**config.mk**
```make
export PLATFORM = sky130hd
export DESIGN_NAME = fp_adder_align_pipe
export DESIGN_NICKNAME = d
export VERILOG_FILES = /design/src/rtl/fp_adder_align_pipe.sv
export SDC_FILE = /design/constraint.sdc
export NUM_CORES = 1
export LEC_CHECK = 0
export CAP_MARGIN = 0
export CORE_AREA = 2 2 111 134
export DETAILED_ROUTE_END_ITERATION = 6
export DIE_AREA = 0 0 113 136
export PLACE_DENSITY = 0.9
export SLEW_MARGIN = 25
export SYNTH_ARGS = -nofsm -noshare
export SYNTH_HDL_FRONTEND = slang
export SYNTH_SLANG_ARGS = --single-unit
```
**constraint.sdc**
```tcl
create_clock -name clk -period 5.43 [get_ports clk]
set_input_delay 1.3575 -clock clk [delete_from_list [all_inputs] [get_ports clk]]
set_output_delay 1.3575 -clock clk [all_outputs]
set_load 0.1 [all_outputs]
```
**src/rtl/fp_adder_align_pipe.sv**
```systemverilog
// fp_adder_align_pipe
// Two-stage, valid/ready flow-controlled align stage of the FP adder.
// Stage 1 orders the operands by magnitude, applies op_sub to b's sign,
// and computes the clamped exponent difference. Stage 2 right-shifts the
// smaller mantissa by that difference.
// Optional feature macro: FP_ALIGN_STICKY_EN. When it is defined, the bits
// shifted out of the smaller mantissa are ORed into mant_b[0].

`ifndef FP32
`define FP32 0
`endif
`ifndef FP64
`define FP64 1
`endif
`ifndef GET_EXP_LEN
`define GET_EXP_LEN(f) (((f) == `FP64) ? 11 : 8)
`endif
`ifndef GET_MANTISSA_LEN
`define GET_MANTISSA_LEN(f) (((f) == `FP64) ? 52 : 23)
`endif
`ifndef GET_FP_LEN
`define GET_FP_LEN(f) (((f) == `FP64) ? 64 : 32)
`endif
`ifndef GET_PROTECT_LEN
`define GET_PROTECT_LEN(f) 3
`endif

module fp_adder_align_pipe #(
    parameter int data_format = `FP32,
    parameter int PROTECT_LEN = `GET_PROTECT_LEN(data_format),
    localparam int E  = `GET_EXP_LEN(data_format),
    localparam int M  = `GET_MANTISSA_LEN(data_format),
    localparam int N  = `GET_FP_LEN(data_format),
    localparam int W  = M + PROTECT_LEN + 1,
    localparam int DW = $clog2(W + 1)
) (
    input  logic         clk,
    input  logic         rst_n,
    input  logic         in_valid,
    output logic         in_ready,
    input  logic [N-1:0] a,
    input  logic [N-1:0] b,
    input  logic         op_sub,
    output logic         out_valid,
    input  logic         out_ready,
    output logic         a_sign,
    output logic         b_sign,
    output logic         eff_sub,
    output logic         swapped,
    output logic [E-1:0] exp,
    output logic [W-1:0] mant_a,
    output logic [W-1:0] mant_b
);

    // Unpacked operand fields.
    logic         sign_a, sign_b;
    logic [E-1:0] exp_a, exp_b, eexp_a, eexp_b;
    logic [W-1:0] mant_in_a, mant_in_b;
    logic         a_larger;

    assign sign_a    = a[N-1];
    assign sign_b    = b[N-1] ^ op_sub;
    assign exp_a     = a[N-2:M];
    assign exp_b     = b[N-2:M];
    // Denormals use an effective exponent of 1 and a zero hidden bit.
    assign eexp_a    = (exp_a == '0) ? E'(1) : exp_a;
    assign eexp_b    = (exp_b == '0) ? E'(1) : exp_b;
    assign mant_in_a = {exp_a != '0, a[M-1:0], {PROTECT_LEN{1'b0}}};
    assign mant_in_b = {exp_b != '0, b[M-1:0], {PROTECT_LEN{1'b0}}};
    // Comparing the raw exponent/fraction fields gives true magnitude order,
    // including the denormal vs. smallest-normal case (exponents 0 and 1
    // share an effective exponent, but only the normal has a hidden bit).
    assign a_larger  = (a[N-2:0] >= b[N-2:0]);

    // Stage 1 combinational results.
    logic [E-1:0]  large_exp, small_exp, exp_diff;
    logic [W-1:0]  large_mant, small_mant;
    logic [DW-1:0] shift_d;

    // Select the larger/smaller operand and clamp the shift distance to W.
    always_comb begin
        large_exp  = a_larger ? eexp_a    : eexp_b;
        small_exp  = a_larger ? eexp_b    : eexp_a;
        large_mant = a_larger ? mant_in_a : mant_in_b;
        small_mant = a_larger ? mant_in_b : mant_in_a;
        exp_diff   = large_exp - small_exp;
        shift_d    = (exp_diff >= E'(W)) ? DW'(W) : DW'(exp_diff);
    end

    // Handshake: each stage loads when it is empty or the stage after it drains.
    logic v1, v2;
    logic s1_load, s2_load;

    assign s2_load   = !v2 || out_ready;
    assign s1_load   = !v1 || s2_load;
    assign in_ready  = s1_load;
    assign out_valid = v2;

    // Stage 1 registers.
    logic          s1_a_sign, s1_b_sign, s1_swapped;
    logic [E-1:0]  s1_exp;
    logic [W-1:0]  s1_mant_a, s1_small;
    logic [DW-1:0] s1_d;

    // Stage 1: capture ordered operands on every input transfer.
    always_ff @(posedge clk or negedge rst_n) begin
        // NOTE: data registers are reset alongside the valid bits so the
        // outputs read a defined zero before the first transfer.
        if (!rst_n) begin
            v1         <= 1'b0;
            s1_a_sign  <= 1'b0;
            s1_b_sign  <= 1'b0;
            s1_swapped <= 1'b0;
            s1_exp     <= '0;
            s1_mant_a  <= '0;
            s1_small   <= '0;
            s1_d       <= '0;
        end else if (s1_load) begin
            v1 <= in_valid;
            if (in_valid) begin
                s1_a_sign  <= a_larger ? sign_a : sign_b;
                s1_b_sign  <= a_larger ? sign_b : sign_a;
                s1_swapped <= !a_larger;
                s1_exp     <= large_exp;
                s1_mant_a  <= large_mant;
                s1_small   <= small_mant;
                s1_d       <= shift_d;
            end
        end
    end

    // Stage 2 combinational shift of the smaller mantissa.
    logic [W-1:0] small_shift;

`ifdef FP_ALIGN_STICKY_EN
    logic [W-1:0] lost_mask;

    // Shift right and fold every discarded bit into the sticky LSB.
    always_comb begin
        lost_mask   = ~({W{1'b1}} << s1_d);
        small_shift = (s1_small >> s1_d)
                    | {{(W-1){1'b0}}, |(s1_small & lost_mask)};
    end
`else
    // Shift right and truncate the discarded bits.
    always_comb begin
        small_shift = s1_small >> s1_d;
    end
`endif

    // Stage 2: output registers; they hold while stalled or empty.
    always_ff @(posedge clk or negedge rst_n) begin
        if (!rst_n) begin
            v2      <= 1'b0;
            a_sign  <= 1'b0;
            b_sign  <= 1'b0;
            eff_sub <= 1'b0;
            swapped <= 1'b0;
            exp     <= '0;
            mant_a  <= '0;
            mant_b  <= '0;
        end else if (s2_load) begin
            v2 <= v1;
            if (v1) begin
                a_sign  <= s1_a_sign;
                b_sign  <= s1_b_sign;
                eff_sub <= s1_a_sign ^ s1_b_sign;
                swapped <= s1_swapped;
                exp     <= s1_exp;
                mant_a  <= s1_mant_a;
                mant_b  <= small_shift;
            end
        end
    end

endmodule

```
* Word-level counts from Yosys, hierarchy flattened *
Cells that the tools add are included.

word-level totals
  register bits after elaboration = 138
  output and inout port bits = 68

operators by class
  add/subtract/negate cells = 1
  magnitude comparators = 2
  shift operators = 1
  mux-type cells = 9
  bitwise gates (word level) = 2
  reductions and logical operators = 11

operators by type and width
  operator                                             number
  2-to-1 mux 27 bit                                    2
  2-to-1 mux 8 bit                                     4
  >= comparator 31 bit                                 1
  right shift 27 x 5 -> 27 bit                         1
  zero test 8 bit                                      2
  nonzero test 8 bit                                   2
  >= comparator 8 x 5 -> 1 bit, second input constant  1
  subtractor 8 bit                                     1
  2-to-1 mux 5 bit                                     1
  AND reduction 2 bit                                  2
  zero test 1 bit                                      3
  logical OR 1 bit                                     2
  2-to-1 mux 1 bit                                     2
  bitwise XOR 1 bit                                    2

* Depth between registers and ports, before layout *
Gate-level depths: netlist (run 1).

  depth in word-level cells = 6
  gate-level depth with buffers = 19
  depth with buffers taken out = 18

* Worst setup path before layout (run 1) *
No wires, ideal clock.

  path kind = input -> register
  start = input port b[8]
  end = register s1_d[0]
  setup time = 0.141 ns
  arrival time = 4.905 ns
  path slack = 0.384 ns
  stages on the path = 19
  path buffers = 2
  cells stage by stage = inv_1 > ha_1 > a21oi_2 > o21ai_1 > a2111oi_2 > a21oi_2 > or2_2 > clkbuf_1 > clkbuf_1 > nand2_1 > o31ai_1 > ha_1 > fa_1 > o21ai_0 > o31a_1 > a21oi_1 > o31a_1 > nor3_4 > a41oi_1

between the ends
  longest elaborated chain between the ends = 5
  elaborated cells between the ends (all ways) = 6

ends and longest elaborated chain
  item                                        RTL line  text
  start: declaration                          42        input logic [N-1:0] b,
  >= comparator 31 bit *                      73        assign a_larger = (a[N-2:0] >= b[N-2:0]);
  2-to-1 mux 8 bit, on equally long branches  82, 83
  subtractor 8 bit *                          86        exp_diff = large_exp - small_exp;
  >= comparator 8 x 5 -> 1 bit                87        shift_d = (exp_diff >= E'(W)) ? DW'(W) : DW'(exp_diff);
  2-to-1 mux 5 bit *                          87
  end signal: assignment                      127       s1_d <= shift_d;
  end: declaration                            103       logic [DW-1:0] s1_d;

Mark *: on every way between the ends. The rest lies on a longest branch, timed or not.
A chain may end at the register's enable or synchronous reset.

* Worst setup path in the final report (run 1) *
  start = input port b[20]
  end = register s1_d[0]

Same word-level chain as after synthesis.

==> metrics.md, run 1 <==
| Metric | Value |
|---|---|
| Final hold slack | between 0.4 and 0.5 ns |
| Post-CTS setup buffer count | 0 |
| Synth cell types | 51 |
| First-pass GRT wire length | between 30000 and 40000 um |
| EDFF count, synth | 0 |
| Max_slew headroom | 30.1% |
| Cell area after layout | 9950 um2 |
| Number of I/O port buffers | about 130 |
| Die area | around 15000 um2 |
| Final core occ | 70.2% |
| Clock Skew | ~0.013 ns |
| Setup TNS | 0 ns |
| Area grow syn2layout | 30.8% |
| Total power | approximately 4.6 mW |
| CP Class | in2reg |
| Place WS | -0.131 ns |
| Seq cells post-synth | 129 |
| Drt drc | 11 |
| Die Y | ~140 um |
| Final period utilization | between 90% and 100% |
| Critical Path End Type | flip-flop |
| WL final | between 15000 and 20000 um |
| Antenna viol nets, final | 0 |
| Hold Crit Class | reg2reg |
| Later-pin clock latency in the skew report | roughly 0.42 ns |
| Most frequent cells in the layout | clkdlybuf4s50_1 (131), dfrtp_1 (129), nand2_1 (122) |
| Max Fclk | 193 MHz |
| Most common cell after layout, fill and taps aside | clkdlybuf4s50_1 |
| Failing checks | design-rule violations |
| Mapped Area | ~7600 um2 |
| Clock-pin slew on the worst setup and hold paths | 0.06 ns |
| Gr ovfl total | 0 |
| Seq/Total Area, Yosys | between 40% and 50% |
| Yosys warns | 0 |
| Final worst setup slack | between 0.2 and 0.25 ns |
| Peak VDD IR | approximately 0.0004 V |
| Row count | 48 |
| DP Area | ~9300 um2 |
| DR pass1 iterations | 7 |
| Hold_buf cts | 0 |
| Critical Path Source Type | input pin |
| Power per cell area | roughly 460 nW/um2 |
| Syn Inst Count | around 850 |
| Number of diodes | 0 |
| Syn_area_per_cell | about 9.0 um2 |
| Critical path arrival | between 5 and 6 ns |
| Inst Count DP | about 1100 |
| Root buf cell | clkbuf_16 |
| Setup Viol. Count Final | 0 |
| Worst Tran Pin Value | 1.05 ns |
| Dominant cells by area after synthesis | dfrtp_1 (42%), mux2_2 (7.0%), o21ai_0 (6.8%), ha_1 (6.2%), nand2_1 (6.1%) |
| Initial antenna violation count | 0 |
| TritonCTS buffer count | 17 |
| Starting density of the core | between 50% and 60% |
| Leakage | around 4.5 nW |
| Max clock buf depth | 2 |
| Sequential power share | between 20% and 30% |
| Fraction of registers with async set or reset after synthesis | 100% |
| Die X | ~110 um |
| Clock sinks | 129 |
| Crit path time final | just over 5 ns |
| Via count | 6782 |
| CTS tree | built |
| Htree depth | 4 |
| Clock Power Share | 26.4% |
| Drt wl/cell | 16.7 um |
| Share of cells above drive strength 1 | 13.9% |
| DR iter-0 viols | 518 |
| Status | complete, but fails checks |
| Net Sw Power | 2.01 mW |
| Hold Vio Cnt, Final | 0 |
| Largest net degree at the start of global routing | between 70 and 80 |
| Vias/cell | 5.75 |
| Switch share | 44.0% |
| Non-filler instance count after layout | 1180 |
| Prevailing post-synth register cell | dfrtp_1 |
| I/O pin count | about 140 |
| Worst path required time | around 5.7 ns |
| Fin. max-slew vios | 0 |
| Max Cap Viol | 0 |
| GRT Util Overall | a little over a quarter |
| Comb power frac | between 40% and 50% |
| Leading area contributor after synthesis | dfrtp_1 |
| Top-area cell type share of the netlist area | 42.4% |
| Layout Nets | 1100 |
| Reg2Reg Setup Slack | roughly 2.6 ns |
| CP Max Fanout | 6 |
| Core area | around 14000 um2 |
| RePlAce Congestion | 0.890 |
| HPWL after DPL | about 14000 um |
| RSZ-0062 raised after global routing | no |
| Number of global-route vias before repair | roughly 6700 |
| Internal | 2.55 mW |
[per-layer routing]
metal | global-route usage, % | share of wire, % | vias up
met5 | 0 | 0 | -
met4 | 9.82 | 2.5 | 0
met3 | 4.73 | 5.1 | 43
met2 | 45.8 | 51 | 250
met1 | 33.2 | 42 | 3226
li1 | - | - | 3263
[flip-flops by register name, summed over array words and instances (netlist names)]
register    cells
mant_a         24
a_sign          1
exp             8
s1_small       24
s1_a_sign       1
swapped         1
b_sign          1
v1              1
s1_b_sign       1
s1_swapped      1
mant_b         27
s1_d            5
eff_sub         1
out_valid       1
s1_mant_a      24
s1_exp          8
[layout make-up]
class | instances | area [um2]
clock inverters | 11 | 153
fillers | 1010 | 4220
multi-input cells | 631 | 4090
well taps | 175 | 219
flip-flops and latches | 129 | 3230
clock buffers | 21 | 470
inverters | 35 | 131
repair buffers | 178 | 1660
[what timing repair did]
item	CTS	global route
setup endpoints to repair	0	5
gates resized for setup	0	4
hold endpoints to repair	0	0
[worst paths after layout]
| check | start | endpoint | cells after the start |
|---|---|---|---|
| max | b[20] | s1_d[0]$_DFFE_PN0P_ | 17 |
| min reg2reg | s1_mant_a[9]$_DFFE_PN0P_ | s1_mant_a[9]$_DFFE_PN0P_ | 2 |
| max in group asynchronous | rst_n | mant_b[9]$_DFFE_PN0P_ | 2 |
| min | s1_mant_a[9]$_DFFE_PN0P_ | s1_mant_a[9]$_DFFE_PN0P_ | 2 |
| max reg2reg | s1_d[1]$_DFFE_PN0P_ | mant_b[0]$_DFFE_PN0P_ | 6 |
| min in group asynchronous | rst_n | mant_a[23]$_DFFE_PN0P_ | 1 |
[power groups by stage]
stage	clock network, mW	logic [mW]	registers [mW]
finish	1.20	2.04	1.32
global route	1.26	2.16	1.35
CTS	1.21	2.03	1.32
detailed placement	0	2.01	1.33
global placement	0	1.98	1.32
floorplan	0	0.753	2.05
[worst max-delay path: stages]
cell,delay [ns]
clkdlybuf4s50_1,0.47
inv_1,0.08
ha_1,0.29
a21oi_1,0.18
o21ai_1,0.09
a221oi_1,0.34
o211ai_1,0.25
or2_2,0.39
o31ai_1,0.34
ha_1,0.23
fa_1,0.23
o21ai_1,0.09
o31a_1,0.27
and3_1,0.18
o31a_1,0.28
nor3_4,0.25
a41oi_1,0.14
[synthesized netlist by cell type (11+ instances only)]
library cell	count
a21oi_1	81
clkbuf_1	41
dfrtp_1	129
ha_1	38
inv_1	34
mux2_2	47
mux2i_1	34
nand2_1	124
nor2_1	78
nor2b_1	11
o21ai_0	104
[cells by family after synthesis]
kind of cell | count (synthesis) | synth area share (%)
AO/OA/AOI/OAI | 236 | 17.7
XOR/XNOR | 7 | 0.806
adder cells (fa/ha/maj) | 39 | 6.51
buffers and inverters | 89 | 4.59
flip-flops | 129 | 42.4
multiplexers | 87 | 13.2
other | 1 | 0.0493
AND/OR/NAND/NOR | 259 | 14.7
No activity file was read; power rests on OpenSTA's default activity.
==> run 2: changes to the inputs <==
Settings changed: CAP_MARGIN 0 to not set, CTS_CLUSTER_SIZE set to 40, DONT_BUFFER_PORTS set to 1, PLACE_DENSITY 0.9 to 0.77.
==> metrics.md, run 2 (same netlist as run 1, synthesis figures left out) <==
| Metric | Value |
|---|---|
| Worst setup path start | b[30] (was b[20]) |
| Post-CTS setup buffer count | 0 (unchanged) |
| Non-filler instance count after layout | 1020 (was 1180) |
| Critical Path End Type | flip-flop (unchanged) |
| Number of global-route vias before repair | 5685 (was 6739) |
| Drt wl/cell | 16.9 um (was 16.7 um) |
| Inst Count DP | 987 (was 1148) |
| Final core occ | 59.2% (was 70.2%) |
| Hold_buf cts | 0 (unchanged) |
| WL final | 17300 um (was 19700 um) |
| Antenna viol nets, final | 0 (unchanged) |
| Starting density of the core | 53.7% (unchanged) |
| Reg2Reg Setup Slack | 2.46 ns (was 2.57 ns) |
| Power per cell area | 497 nW/um2 (was 458 nW/um2) |
| Place WS | 0.203 ns (was -0.131 ns) |
| CP endpoint | s1_d[1]$_DFFE_PN0P_ (was s1_d[0]$_DFFE_PN0P_) |
| Reg-to-reg critical path endpoint | mant_b[2]$_DFFE_PN0P_ (was mant_b[0]$_DFFE_PN0P_) |
| Most common cell after layout, fill and taps aside | dfrtp_1 (was clkdlybuf4s50_1) |
| Status | complete, but fails checks (unchanged) |
| Via count | 5914 (was 6782) |
| RSZ-0062 raised after global routing | no (unchanged) |
| HPWL after DPL | 12600 um (was 14200 um) |
| TritonCTS buffer count | 17 (unchanged) |
| Gr ovfl total | 0 (unchanged) |
| Number of I/O port buffers | 0 (was 133) |
| Crit path time final | 4.76 ns (was 5.19 ns) |
| Root buf cell | clkbuf_16 (unchanged) |
| Clock Skew | 0.00897 ns (was 0.0131 ns) |
| GRT Util Overall | 23.7% (was 26.4%) |
| Vias/cell | 5.80 (was 5.75) |
| Peak VDD IR | 0.000281 V (was 0.000398 V) |
| Max reg flops | 27 (unchanged) |
| Max Fclk | 210 MHz (was 193 MHz) |
| Cell area after layout | 8400 um2 (was 9950 um2) |
| Biggest register | mant_b (unchanged) |
| Core area | 14200 um2 (unchanged) |
| Clock-pin slew on the worst setup and hold paths | 0.06 ns (about the same) |
| Initial antenna violation count | 0 (unchanged) |
| Share of cells above drive strength 1 | 13.1% (was 13.9%) |
| Failing checks | design-rule violations (unchanged) |
| First-pass GRT wire length | 28900 um (was 32400 um) |
| CTS tree | built (unchanged) |
| Cell Chain, Critical Path | inv_1 > ha_1 > nand3_1 > nor4_1 > nand4_1 > a21oi_2 > buf_4 > nor2_4 > nor3_1 > a21oi_1 > ha_1 > fa_1 > o21ai_0 > o31a_1 > a21oi_1 > o31a_1 > nor3_4 > a41oi_1 (was clkdlybuf4s50_1 > inv_1 > ha_1 > a21oi_1 > o21ai_1 > a221oi_1 > o211ai_1 > or2_2 > o31ai_1 > ha_1 > fa_1 > o21ai_1 > o31a_1 > and3_1 > o31a_1 > nor3_4 > a41oi_1) |
| Max_slew headroom | 27.6% (was 30.1%) |
| DP Area | 7760 um2 (was 9300 um2) |
| Number of diodes | 0 (unchanged) |
| PostCTS Resize Cnt | 0 (unchanged) |
| CP Max Fanout | 5 (was 6) |
| Die X | 113 um (unchanged) |
| Final period utilization | 87.7% (was 95.5%) |
| Total power | 4.18 mW (was 4.56 mW) |
| Critical path depth in cells | 18 (was 17) |
| Area grow syn2layout | 10.3% (was 30.8%) |
| DR pass1 iterations | 7 (unchanged) |
| Die Y | 136 um (unchanged) |
| RePlAce Congestion | 0.899 (was 0.890) |
| Reg2reg path depth | 8 (was 6) |
| Top delay family on crit path | simple AND/OR/NAND/NOR gates (was compound AO/OA/AOI/OAI gates) |
| Most frequent cells in the layout | dfrtp_1 (128), nand2_1 (122), o21ai_0 (104) (was clkdlybuf4s50_1 (131), dfrtp_1 (129), nand2_1 (122)) |
| Critical path arrival | 5.04 ns (was 5.46 ns) |
| Critical Path Source Type | input pin (unchanged) |
| Final hold slack | 0.476 ns (was 0.477 ns) |
| Max Cap Viol | 0 (unchanged) |
| Max clock buf depth | 2 (unchanged) |
| Largest net degree at the start of global routing | 130 (was 77) |
| I/O pin count | 137 (unchanged) |
| Layout Nets | 940 (was 1100) |
| Later-pin clock latency in the skew report | 0.42 ns (about the same) |
| Clock sinks | 129 (unchanged) |
| Worst Tran Pin Value | 1.08 ns (was 1.05 ns) |
| Row count | 48 (unchanged) |
| Htree depth | 4 (unchanged) |
| CP Class | in2reg (unchanged) |
| Setup Viol. Count Final | 0 (unchanged) |
| Leakage | 3.87 nW (was 4.52 nW) |
| Hold Crit Class | reg2reg (unchanged) |
| Final worst setup slack | 0.669 ns (was 0.243 ns) |
| Drt drc | 6 (was 11) |
| Slowest CP cell | nor4_1 (was clkdlybuf4s50_1) |
| DR iter-0 viols | 310 (was 518) |
| Max incr delay on CP | 0.46 ns (was 0.47 ns) |
| Hold Vio Cnt, Final | 0 (unchanged) |
| WP buf/inv | 2 (unchanged) |
| Fin. max-slew vios | 0 (unchanged) |
| R2r startpoint | s1_d[1]$_DFFE_PN0P_ (unchanged) |
| Worst path required time | 5.71 ns (was 5.70 ns) |
| Die area | 15400 um2 (unchanged) |
| Setup TNS | 0 ns (unchanged) |
[run 2: worst min path at each step]
| stage | from | to | slack (ns) | depth (start not counted) |
|---|---|---|---|---|
| CTS | s1_exp[6]$_DFFE_PN0P_ | s1_exp[6]$_DFFE_PN0P_ | 0.48 | 2 |
| finish | s1_exp[7]$_DFFE_PN0P_ | s1_exp[7]$_DFFE_PN0P_ | 0.48 | 2 |
| floorplan | s1_exp[3]$_DFFE_PN0P_ | s1_exp[3]$_DFFE_PN0P_ | 0.44 | 2 |
| global placement | s1_exp[5]$_DFFE_PN0P_ | s1_exp[5]$_DFFE_PN0P_ | 0.46 | 2 |
| global route | s1_mant_a[15]$_DFFE_PN0P_ | s1_mant_a[15]$_DFFE_PN0P_ | 0.49 | 2 |
| detailed placement | s1_exp[6]$_DFFE_PN0P_ | s1_exp[6]$_DFFE_PN0P_ | 0.47 | 2 |
[run 2: area by class of cell]
cell class / count / area, um2
inverter: 35 / 131
clock buffer: 19 / 443
sequential: 129 / 3230
clock inverter: 13 / 161
fill: 1180 / 5780
multi-input combinational: 631 / 4060
timing repair buffer: 18 / 155
tap: 175 / 219
[run 2: routing by layer]
metal  global-route usage (%)  up-vias  share of wire [%]
met5                        0        -                  0
li1                         -     2937                  -
met3                     6.24       22                5.7
met2                     38.2      158                 48
met4                     8.88        0                1.8
met1                     31.0     2797                 44
[run 2: report_power, final]
group | internal (mW) | total [mW] | switching (mW)
sequential | 1.14 | 2.10 | 0.969
clock | 0.734 | 1.17 | 0.436
combinational | 0.402 | 0.901 | 0.499
total | 2.27 | 4.18 | 1.90
[run 2: worst register-to-register path, cell delays in order, from the launching register on]
cell      delay, ns
dfrtp_1        0.90
clkinv_1       0.67
a211oi_1       0.34
a21oi_1        0.09
mux2_2         0.32
a21oi_1        0.17
nor2_1         0.06
a21oi_1        0.19
o21ai_0        0.10
==> run 3: changes to the inputs <==
Settings changed: CORE_AREA 2 2 111 134 to 4 4 113 136, DIE_AREA 0 0 113 136 to 0 0 117 140.
==> metrics.md, run 3 (same netlist as run 1, synthesis figures left out) <==
| Metric | Value |
|---|---|
| Status | finished clean (was complete, but fails checks) |
| CP Max Fanout | 6 (was 5) |
| Hold_buf cts | 0 (unchanged) |
| CP Class | in2reg (unchanged) |
| Max Cap Viol | 0 (unchanged) |
| Later-pin clock latency in the skew report | 0.42 ns (about the same) |
| Number of I/O port buffers | 0 (unchanged) |
| Max clock buf depth | 2 (unchanged) |
| Startpoint of the worst hold path | s1_exp[4]$_DFFE_PN0P_ (was s1_exp[7]$_DFFE_PN0P_) |
| Initial antenna violation count | 0 (unchanged) |
| DR iter-0 viols | 399 (was 310) |
| Setup TNS | 0 ns (unchanged) |
| Die Y | 140 um (was 136 um) |
| Number of diodes | 0 (unchanged) |
| Most frequent cells in the layout | dfrtp_1 (128), nand2_1 (122), o21ai_0 (104) (unchanged) |
| Starting density of the core | 53.7% (unchanged) |
| Critical path arrival | 5.20 ns (was 5.04 ns) |
| Place WS | 0.0402 ns (was 0.203 ns) |
| Hold Crit Class | reg2reg (unchanged) |
| Layout Nets | 935 (was 940) |
| RSZ-0062 raised after global routing | no (unchanged) |
| Hold Vio Cnt, Final | 0 (unchanged) |
| Number of global-route vias before repair | 5801 (was 5685) |
| Via count | 5908 (was 5914) |
| Die X | 117 um (was 113 um) |
| Critical Path End Type | flip-flop (unchanged) |
| Clock Skew | 0.0143 ns (was 0.00897 ns) |
| Row count | 48 (unchanged) |
| Die area | 16400 um2 (was 15400 um2) |
| Max_slew headroom | 37.5% (was 27.6%) |
| Clock sinks | 129 (unchanged) |
| Max Fclk | 203 MHz (was 210 MHz) |
| RePlAce Congestion | 0.897 (was 0.899) |
| Biggest register | mant_b (unchanged) |
| Max reg flops | 27 (unchanged) |
| Power per cell area | 503 nW/um2 (was 497 nW/um2) |
| Most common cell after layout, fill and taps aside | dfrtp_1 (unchanged) |
| Antenna viol nets, final | 0 (unchanged) |
| CTS tree | built (unchanged) |
| Root buf cell | clkbuf_16 (unchanged) |
| Inst Count DP | 983 (was 987) |
| I/O pin count | 137 (unchanged) |
| Peak VDD IR | 0.000374 V (was 0.000281 V) |
| Drt drc | 0 (was 6) |
| Htree depth | 4 (unchanged) |
| Crit path time final | 4.93 ns (was 4.76 ns) |
| Non-filler instance count after layout | 1015 (was 1020) |
| Gr ovfl total | 0 (unchanged) |
| TritonCTS buffer count | 17 (unchanged) |
| Fin. max-slew vios | 0 (unchanged) |
| Worst path required time | 5.70 ns (was 5.71 ns) |
| Area grow syn2layout | 9.77% (was 10.3%) |
| Worst Tran Pin Value | 0.937 ns (was 1.08 ns) |
| GRT Util Overall | 22.3% (was 23.7%) |
| Final worst setup slack | 0.500 ns (was 0.669 ns) |
| Vias/cell | 5.82 (was 5.80) |
| Final period utilization | 90.8% (was 87.7%) |
| Worst setup path start | b[30] (unchanged) |
| Critical Path Source Type | input pin (unchanged) |
| HPWL after DPL | 13000 um (was 12600 um) |
| DR pass1 iterations | 6 (was 7) |
| WL final | 17700 um (was 17300 um) |
| Largest net degree at the start of global routing | 130 (unchanged) |
| Share of cells above drive strength 1 | 12.7% (was 13.1%) |
| Setup Viol. Count Final | 0 (unchanged) |
| First-pass GRT wire length | 29200 um (was 28900 um) |
| Drt wl/cell | 17.4 um (was 16.9 um) |
| R2r startpoint | s1_d[1]$_DFFE_PN0P_ (unchanged) |
| PostCTS Resize Cnt | 0 (unchanged) |
| Core area | 14200 um2 (unchanged) |
| Leakage | 3.84 nW (was 3.87 nW) |
| Post-CTS setup buffer count | 0 (unchanged) |
| Clock-pin slew on the worst setup and hold paths | 0.06 ns (about the same) |
## run 3: worst paths after layout
| path | slack [ns] | to | cells after the start |
|---|---|---|---|
| max in group asynchronous | 4.66 | s1_mant_a[7]$_DFFE_PN0P_ | 0 |
| min in group asynchronous | 0.63 | exp[6]$_DFFE_PN0P_ | 0 |
| worst min-delay path | 0.47 | s1_exp[4]$_DFFE_PN0P_ | 2 |
| worst min register to register | 0.47 | s1_exp[4]$_DFFE_PN0P_ | 2 |
| worst max register to register | 2.48 | mant_b[2]$_DFFE_PN0P_ | 8 |
| worst max-delay path | 0.50 | s1_d[0]$_DFFE_PN0P_ | 18 |
## run 3: metal layers
metal	share of wire [%]	GRT usage (%)
met5	0	0
met4	1.9	7.25
met3	7.0	7.26
met2	46	33.9
met1	45	30.2
## run 3: metrics by stage
| stage | power, mW | instance area [um2] | util, % | hold slack, ns |
|---|---|---|---|---|
| after floorplan | 2.80 | 7620 | - | 0.442 |
| after global placement | 3.00 | 7730 | 54.6 | 0.456 |
| after detailed placement | 3.02 | 7730 | 54.6 | 0.460 |
| after CTS | 4.22 | 8350 | 58.9 | 0.475 |
| after global routing | 4.42 | 8350 | 58.9 | 0.495 |
| final | 4.20 | 8350 | 58.9 | 0.471 |
## run 3: critical path, stage by stage
cell and delay [ns]:
inv_1 0.05, ha_1 0.29, nand3_1 0.12, nor4_1 0.50, nand4_1 0.27, a21oi_2 0.25
buf_4 0.18, nor2_4 0.06, nor3_1 0.16, a21oi_1 0.09, ha_1 0.21, fa_1 0.43
o21ai_0 0.20, o31a_1 0.19, a21oi_1 0.10, o31a_1 0.33, nor3_4 0.25, a41oi_1 0.16
## run 3: power breakdown
part           leakage (nW)  switching (mW)  internal, mW
Combinational          1.93           0.497         0.396
Clock                 0.294           0.457         0.742
Sequential             1.62           0.978          1.14
## run 3: layout make-up
| class | count | area [um2] |
|---|---|---|
| fill | 1214 | 5820 |
| multi-input combinational | 631 | 4060 |
| sequential | 129 | 3230 |
| clock buffer | 18 | 439 |
| tap | 175 | 219 |
| clock inverter | 14 | 179 |
| inverter | 35 | 131 |
| timing repair buffer | 13 | 97.6 |
